`config.mk`:
```
export PLATFORM = sky130hd
export DESIGN_NAME = divider_sequencer
export DESIGN_NICKNAME = d
export VERILOG_FILES = /design/src/rtl/divider_sequencer.sv
export SDC_FILE = /design/constraint.sdc
export NUM_CORES = 1
export LEC_CHECK = 0
export BUFFER_PORTS_ARGS = -buffer_cell sky130_fd_sc_hd__buf_2
export CAP_MARGIN = 20
export CORE_MARGIN = 8
export CORE_UTILIZATION = 45
export CTS_BUF_LIST = sky130_fd_sc_hd__clkbuf_8
export DETAILED_ROUTE_END_ITERATION = 7
export SYNTH_ARGS = -nofsm -noshare
export SYNTH_HDL_FRONTEND = slang
export SYNTH_SLANG_ARGS = --single-unit
```
`constraint.sdc`:
```
create_clock -name clock -period 6.15 [get_ports clock]
set_input_delay 0.3075 -clock clock [delete_from_list [all_inputs] [get_ports clock]]
set_output_delay 0.3075 -clock clock [all_outputs]
set_load 0.02 [all_outputs]
```
`src/rtl/divider_sequencer.sv`:
```
// Multi-cycle radix-2 restoring divider for DIV/DIVU/REM/REMU with
// start/busy/result_valid handshake and RISC-V special-case handling.
module divider_sequencer #(
  parameter int XLEN = 32
) (
  input  logic            clock,
  input  logic            reset,
  input  logic            start,
  input  logic [4:0]      alu_function,
  input  logic [XLEN-1:0] operand_a,
  input  logic [XLEN-1:0] operand_b,
  input  logic            flush,
  output logic            busy,
  output logic            result_valid,
  output logic [XLEN-1:0] result
);

  // state | meaning
  // IDLE  | waiting for a divide start
  // CALC  | one quotient bit per cycle
  // DONE  | result_valid pulse, back to IDLE next edge
  typedef enum logic [1:0] {S_IDLE, S_CALC, S_DONE} state_t;

  localparam logic [4:0] ALU_DIV  = 5'b10100;
  localparam logic [4:0] ALU_DIVU = 5'b10101;
  localparam logic [4:0] ALU_REM  = 5'b10110;
  localparam logic [4:0] ALU_REMU = 5'b10111;

  localparam int CNT_W = (XLEN > 1) ? $clog2(XLEN) : 1;
  localparam logic [XLEN-1:0] SMIN = {1'b1, {(XLEN-1){1'b0}}};

  state_t            state_q, state_d;
  logic              is_rem_q, is_rem_d;
  logic              neg_q, neg_d;
  logic [XLEN-1:0]   quot_q, quot_d;
  logic [XLEN-1:0]   rem_q, rem_d;
  logic [XLEN-1:0]   dvsr_q, dvsr_d;
  logic [CNT_W-1:0]  cnt_q, cnt_d;
  logic [XLEN-1:0]   result_q, result_d;

  logic              is_div_op, op_signed, op_rem;
  logic              a_neg, b_neg, div_zero, ovf;
  logic [XLEN-1:0]   a_mag, b_mag;
  logic [XLEN:0]     shifted, diff;
  logic              no_borrow;
  logic [XLEN-1:0]   rem_next, quot_next;

  assign is_div_op = (alu_function == ALU_DIV) || (alu_function == ALU_DIVU) ||
                     (alu_function == ALU_REM) || (alu_function == ALU_REMU);
  assign op_signed = (alu_function == ALU_DIV) || (alu_function == ALU_REM);
  assign op_rem    = (alu_function == ALU_REM) || (alu_function == ALU_REMU);
  assign a_neg     = op_signed & operand_a[XLEN-1];
  assign b_neg     = op_signed & operand_b[XLEN-1];
  assign a_mag     = a_neg ? -operand_a : operand_a;
  assign b_mag     = b_neg ? -operand_b : operand_b;
  assign div_zero  = (operand_b == '0);
  assign ovf       = op_signed && (operand_a == SMIN) && (operand_b == '1);

  // Remainder stays below the divisor, so XLEN+1 bits hold the shifted value
  // and the top bit of the difference is the borrow.
  assign shifted   = {rem_q, quot_q[XLEN-1]};
  assign diff      = shifted - {1'b0, dvsr_q};
  assign no_borrow = ~diff[XLEN];
  assign rem_next  = no_borrow ? diff[XLEN-1:0] : shifted[XLEN-1:0];
  assign quot_next = {quot_q[XLEN-2:0], no_borrow};

  always_ff @(posedge clock or posedge reset) begin
    if (reset) begin
      state_q  <= S_IDLE;
      is_rem_q <= 1'b0;
      neg_q    <= 1'b0;
      quot_q   <= '0;
      rem_q    <= '0;
      dvsr_q   <= '0;
      cnt_q    <= '0;
      result_q <= '0;
    end else begin
      state_q  <= state_d;
      is_rem_q <= is_rem_d;
      neg_q    <= neg_d;
      quot_q   <= quot_d;
      rem_q    <= rem_d;
      dvsr_q   <= dvsr_d;
      cnt_q    <= cnt_d;
      result_q <= result_d;
    end
  end

  always_comb begin
    state_d  = state_q;
    is_rem_d = is_rem_q;
    neg_d    = neg_q;
    quot_d   = quot_q;
    rem_d    = rem_q;
    dvsr_d   = dvsr_q;
    cnt_d    = cnt_q;
    result_d = result_q;
    case (state_q)
      S_IDLE: begin
        if (start && !flush && is_div_op) begin
          is_rem_d = op_rem;
          if (div_zero) begin
            result_d = op_rem ? operand_a : '1;
            state_d  = S_DONE;
          end else if (ovf) begin
            result_d = op_rem ? '0 : operand_a;
            state_d  = S_DONE;
          end else begin
            neg_d   = op_rem ? a_neg : (a_neg ^ b_neg);
            quot_d  = a_mag;
            dvsr_d  = b_mag;
            rem_d   = '0;
            cnt_d   = CNT_W'(XLEN-1);
            state_d = S_CALC;
          end
        end
      end
      S_CALC: begin
        if (flush) begin
          state_d = S_IDLE;
        end else begin
          quot_d = quot_next;
          rem_d  = rem_next;
          cnt_d  = cnt_q - CNT_W'(1);
          if (cnt_q == '0) begin
            cnt_d   = '0;
            state_d = S_DONE;
            if (is_rem_q) result_d = neg_q ? -rem_next : rem_next;
            else          result_d = neg_q ? -quot_next : quot_next;
          end
        end
      end
      S_DONE:  state_d = S_IDLE;
      default: state_d = S_IDLE;
    endcase
  end

  always_comb begin
    busy         = (state_q != S_IDLE);
    result_valid = (state_q == S_DONE);
    result       = result_q;
  end

endmodule

```
**Word-level counts from Yosys, hierarchy flattened**

Index checks and enable logic that the tools add are counted.

- Reduce and logical (&&, ||, !) cells: 20
- Equality and inequality tests: 15
- Bitwise gates (word level): 6
- Multiplexer cells: 37
- Add/sub/neg operators: 6

Operators by type and width:

| operator | count |
|---|---|
| 32-bit two-way mux | 21 |
| 32-bit one-hot mux with 2 select lines | 3 |
| 32-bit negation | 4 |
| 32-bit == test, second input constant | 2 |
| 33-bit by 32-bit subtractor with 33-bit output | 1 |
| 32-bit zero test | 1 |
| 5-bit two-way mux | 5 |
| 5-bit == test, second input constant | 4 |
| 2-bit two-way mux | 5 |
| 2-bit != test, second input constant | 5 |
| 5-bit one-hot mux with 2 select lines | 1 |
| 5-bit AND reduction | 2 |
| 3-bit != test, second input constant | 2 |
| 5-bit zero test | 1 |
| 1-bit logical OR | 5 |
| 5-bit by 1-bit subtractor with 5-bit output, second input constant | 1 |
| 1-bit logical AND | 4 |
| 2-bit one-hot mux with 2 select lines | 1 |
| 2-bit AND reduction | 2 |
| 4-bit AND reduction | 1 |
| 2-bit nonzero test | 2 |
| 1-bit NOT | 3 |
| 1-bit bitwise AND | 2 |
| 2-bit by 1-bit == test with 1-bit output, second input constant | 1 |
| 5 further kinds | 5 |

- Register bits after elaboration: 137
- Word-level logic and storage cells: 92
- Output and inout port bits: 34
- Input bits: 73

**Logic depth before layout (Yosys ltp)**

- Depth in word-level cells: 8
- Depth in mapped cells: 27
- Gate-level depth less buffers: 22

**Least setup slack after synthesis**

Ideal clock, no wire load.

- Path type: flip-flop to flip-flop
- Start point: register quot_q[31]
- End point: register result_q[30] (netlist: result[30])
- Setup slack: 1059 ps
- Stages on the path, launching flop included: 26
- Path buffers: 4
- Library setup time: 95 ps
- Data arrival time: 4996 ps
- Data required time: 6055 ps
- Clock period less this slack: 5091 ps
- Cell sequence: dfrtp_1 -> inv_1 -> ha_1 -> fa_1 -> nand2b_1 -> a21oi_1 -> o211a_1 -> o2111a_1 -> o21a_1 -> nor2_4 -> inv_2 -> buf_2 -> buf_4 -> buf_2 -> buf_2 -> ha_1 -> or3b_2 -> nor2_1 -> nand3b_1 -> o31ai_1 -> nand2_1 -> a21oi_1 -> xor2_1 -> a221oi_1 -> o31ai_1 -> o31ai_1

- Longest elaborated chain between the ends: 8
- Elaborated cells between the ends (all ways): 11
- Classes of those cells: 3 x add/sub; 7 x mux; 1 x bitwise

RTL lines:

| what | line | RTL |
|---|---|---|
| start: declaration | 35 | `logic [XLEN-1:0] quot_q, quot_d;` |
| start signal: assignment | 81 | `quot_q <= quot_d;` |
| 33-bit by 32-bit subtractor with 33-bit output | 62 | `assign diff = shifted - {1'b0, dvsr_q};` |
| 32-bit two-way mux / 1-bit NOT (equally long branches) | 64, 63 |  |
| 32-bit negation (on tied branches) | 128, 129 |  |
| 32-bit two-way mux (on tied branches) | 128, 129 |  |
| 32-bit two-way mux * | 128 | `if (is_rem_q) result_d = neg_q ? -rem_next : rem_next;` |
| 32-bit two-way mux * | 125 | `if (cnt_q == '0) begin` |
| 32-bit two-way mux * | 119 | `if (flush) begin` |
| 32-bit one-hot mux with 2 select lines * | 98 | `case (state_q)` |
| end signal: assignment | 85 | `result_q <= result_d;` |
| end: declaration | 39 | `logic [XLEN-1:0] result_q, result_d;` |

Every way passes the cells marked *; elsewhere a longest branch is shown, timed or not. The select of a mux whose other input is x is not followed.
A chain may end at the register's enable or synchronous reset.

**Worst setup path in the final report**

- Start point: register quot_q[31]
- End point: register result_q[28] (netlist: result[28])

The elaborated chain is that of the path after synthesis.

==> flow_summary.json <==
{
  "outcome": "complete, no violations",
  "hold_violations": 0,
  "port_buffers": 106,
  "drt-pass1-iter-count": 5,
  "power_density_nw_per_um2": 439,
  "die_y_um": 180,
  "finalPower_mw": 5.78,
  "htree_num_levels": 4,
  "place_inst": 1953,
  "worst_slew_pin_slew_ns": 1.28,
  "overflow": 0,
  "fp.dieArea_um2": 32300,
  "maxSlewViolCount": 0,
  "fin_skew_ns": 0.0222,
  "relSlewSlack": 0.137,
  "path_class": "reg2reg",
  "hold_path_depth": 2,
  "reg2reg_depth": 21,
  "leakagePower_nw": 5.70,
  "hp-start": "operand_b[31]",
  "synth_ff_type": "dfrtp_1",
  "dp_hpwl_um": 31700,
  "cts_root_buf": "clkbuf_8",
  "vias_per_cell": 6.11,
  "required_ns": 6.52,
  "r2r_slack_ns": 0.57,
  "num_antenna_cells": 0,
  "clk_pin_slew_ns": 0.09,
  "cp_slowest_cell": "buf_4",
  "first_global_vias": 11500,
  "die_x_um": 180,
  "pre_cts_slack_ns": 0.747,
  "synth.avg_cell_area_um2": 7.64,
  "reg2reg_to": "result[28]$_DFFE_PP0P_",
  "min_to": "dvsr_q[31]$_DFFE_PP0P_",
  "synth-seq-cells": 137,
  "setup_tns_ns": 0,
  "syn-num-nets": 1692,
  "fin_ws_ns": 0.571,
  "cts_tree": "yes",
  "boundaryPins": 107,
  "synthesis.area_um2": 12100,
  "cts.path.max_buffers": 2,
  "critPathLaunchType": "register",
  "yosysUniqueCellTypes": 93,
  "netlist_instances": 1580,
  "num-nets-final": 1744,
  "area_growth_pct": 9.05,
  "critical_path_buf_inv_count": 4,
  "grt_pass1_wl_um": 65600,
  "postRouteAntennaNets": 0,
  "row_count": 60,
  "core_area_um2": 26700,
  "grtUsageTotal": 0.252,
  "cts_sinks": 137,
  "finalCriticalPeriod_ns": 5.58,
  "post_drt_wl_per_cell_um": 20.8,
  "rr_startpoint": "quot_q[31]$_DFFE_PP0P_",
  "gp_congestion": 0.948,
  "crit_family": "compound AO/OA/AOI/OAI gates",
  "grt_max_degree": 79,
  "drv_cap": 0,
  "routed_wl_um": 41400,
  "vias": 12100,
  "synthArstFlopShare": 1.00,
  "period_share": 0.907,
  "synth-seq-area-share": 0.284,
  "drt-initial-drc-count": 1265,
  "numCtsBuffers": 17,
  "fmax_mhz": 179,
  "crit_chain": "inv_1 -> ha_1 -> fa_1 -> nand2b_1 -> a21oi_1 -> o211a_1 -> o2111a_1 -> nor2_1 -> buf_4 -> nor2_4 -> buf_4 -> a21oi_1 -> inv_1 -> ha_1 -> nand4b_1 -> nor3_1 -> a41oi_1 -> nor4b_4 -> a31oi_1 -> xor2_1 -> a211oi_1",
  "hold_class": "in2reg",
  "setup_viol": 0,
  "synth_edf_count": 0,
  "initial_utilization": 0.453,
  "remaining_drc_errors": 0,
  "clkLatencyLatePin_ns": 0.47,
  "peakVddDrop_mv": 0.261,
  "cts-resized-gates": 0,
  "grt_antenna_before_repair": 0,
  "end_kind": "register",
  "cp_max_fo": 45,
  "synth_warnings": 0,
  "slowest_delay_ns": 0.51,
  "arrival_ns": 5.95,
  "fin_cells": 1986,
  "rsz0062_at_grt": "false",
  "drive_gt1_frac": 0.124
}
-- sequential cells by signal (all words and copies together), names as in the netlist --
register,flops
is_rem_q,1
state_q,2
rem_q,32
quot_q,32
result,32
cnt_q,5
neg_q,1
dvsr_q,32
-- kinds of logic after synthesis --
group | share of synthesized area
AOI/OAI and AO/OA | 0.292
muxes | 0.0235
adders and majority gates | 0.0410
buffers and inverters | 0.0565
and+or+nand+nor | 0.210
xor gates and xnor gates | 0.0928
DFF | 0.284
-- how the worst max path moves through the flow --
| stage | from | endpoint | slack, ns | cells past startpoint |
|---|---|---|---|---|
| 2_1_floorplan | quot_q[31]$_DFFE_PP0P_ | result[30]$_DFFE_PP0P_ | 1.06 | 25 |
| 3_3_place_gp | quot_q[31]$_DFFE_PP0P_ | result[26]$_DFFE_PP0P_ | 0.87 | 21 |
| 3_5_place_dp | quot_q[31]$_DFFE_PP0P_ | result[26]$_DFFE_PP0P_ | 0.75 | 21 |
| 4_1_cts | quot_q[31]$_DFFE_PP0P_ | result[26]$_DFFE_PP0P_ | 0.71 | 21 |
| 5_1_grt | quot_q[31]$_DFFE_PP0P_ | result[28]$_DFFE_PP0P_ | 0.29 | 21 |
| 6_report | quot_q[31]$_DFFE_PP0P_ | result[28]$_DFFE_PP0P_ | 0.57 | 21 |
-- cell usage after synthesis (all sizes together), types with 21 or more instances --
cell,count,share of area
dfrtp,137,0.28
inv,62,0.019
nand2,193,0.060
xor2,62,0.045
a21oi,151,0.068
nor3,41,0.017
buf,41,0.021
ha,38,0.039
xnor2,66,0.048
clkbuf,51,0.016
a31oi,26,0.014
or3,21,0.011
o31ai,29,0.018
o21ai,191,0.079
nor2,152,0.048
mux2i,25,0.021
o211ai,22,0.015
nand3,26,0.011
-- cell usage in the layout (no fill, tap or decap), drive strengths merged, types with 12 or more instances in the layout --
master,n
a21o,17
o31ai,29
xnor2,66
a21oi,151
a31oi,26
nor4,15
dfrtp,137
and3,12
o211ai,22
o21ai,191
nor3,41
buf,124
ha,38
nand2,193
clkbuf,17
mux2i,25
nand3,26
xor2,62
inv,69
and2,12
or3,21
a211oi,16
nor2,152
nand4,18
-- through the flow --
step                instance area (um2)   util  hold slack [ns]
global route                      13200  0.494            0.122
finish                            13200  0.494            0.134
global placement                  12700  0.478            0.455
floorplan                         12100      -            0.440
detailed placement                12700  0.478            0.465
CTS                               13200  0.494            0.119
-- routing by layer --
layer	vias up	GRT usage	part of all wire
met2	445	0.394	0.45
met5	-	0	0
met1	5782	0.339	0.45
met3	58	0.0520	0.069
met4	0	0.0880	0.031
li1	5844	-	-
-- area by class of cell --
type | count | area (um2)
clock inverters | 15 | 191
well taps | 341 | 427
repair buffers | 125 | 676
clock buffers | 17 | 234
inverters | 62 | 238
flip-flops and latches | 137 | 3430
fillers | 2678 | 13500
multi-input cells | 1289 | 7980
-- repair_timing --
action                     in CTS  in global routing
setup endpoints to repair       0                  0
buffers inserted                0                  0
hold endpoints to repair       26                  0
hold buffers                    1                  0
-- report_power, final --
| group | internal [mW] | switching [mW] | leakage, nW |
|---|---|---|---|
| registers | 1.11 | 0.286 | 1.74 |
| clock network | 0.411 | 0.427 | 0.209 |
| logic | 1.24 | 2.30 | 3.74 |
Power figures use the tool's default switching activity.
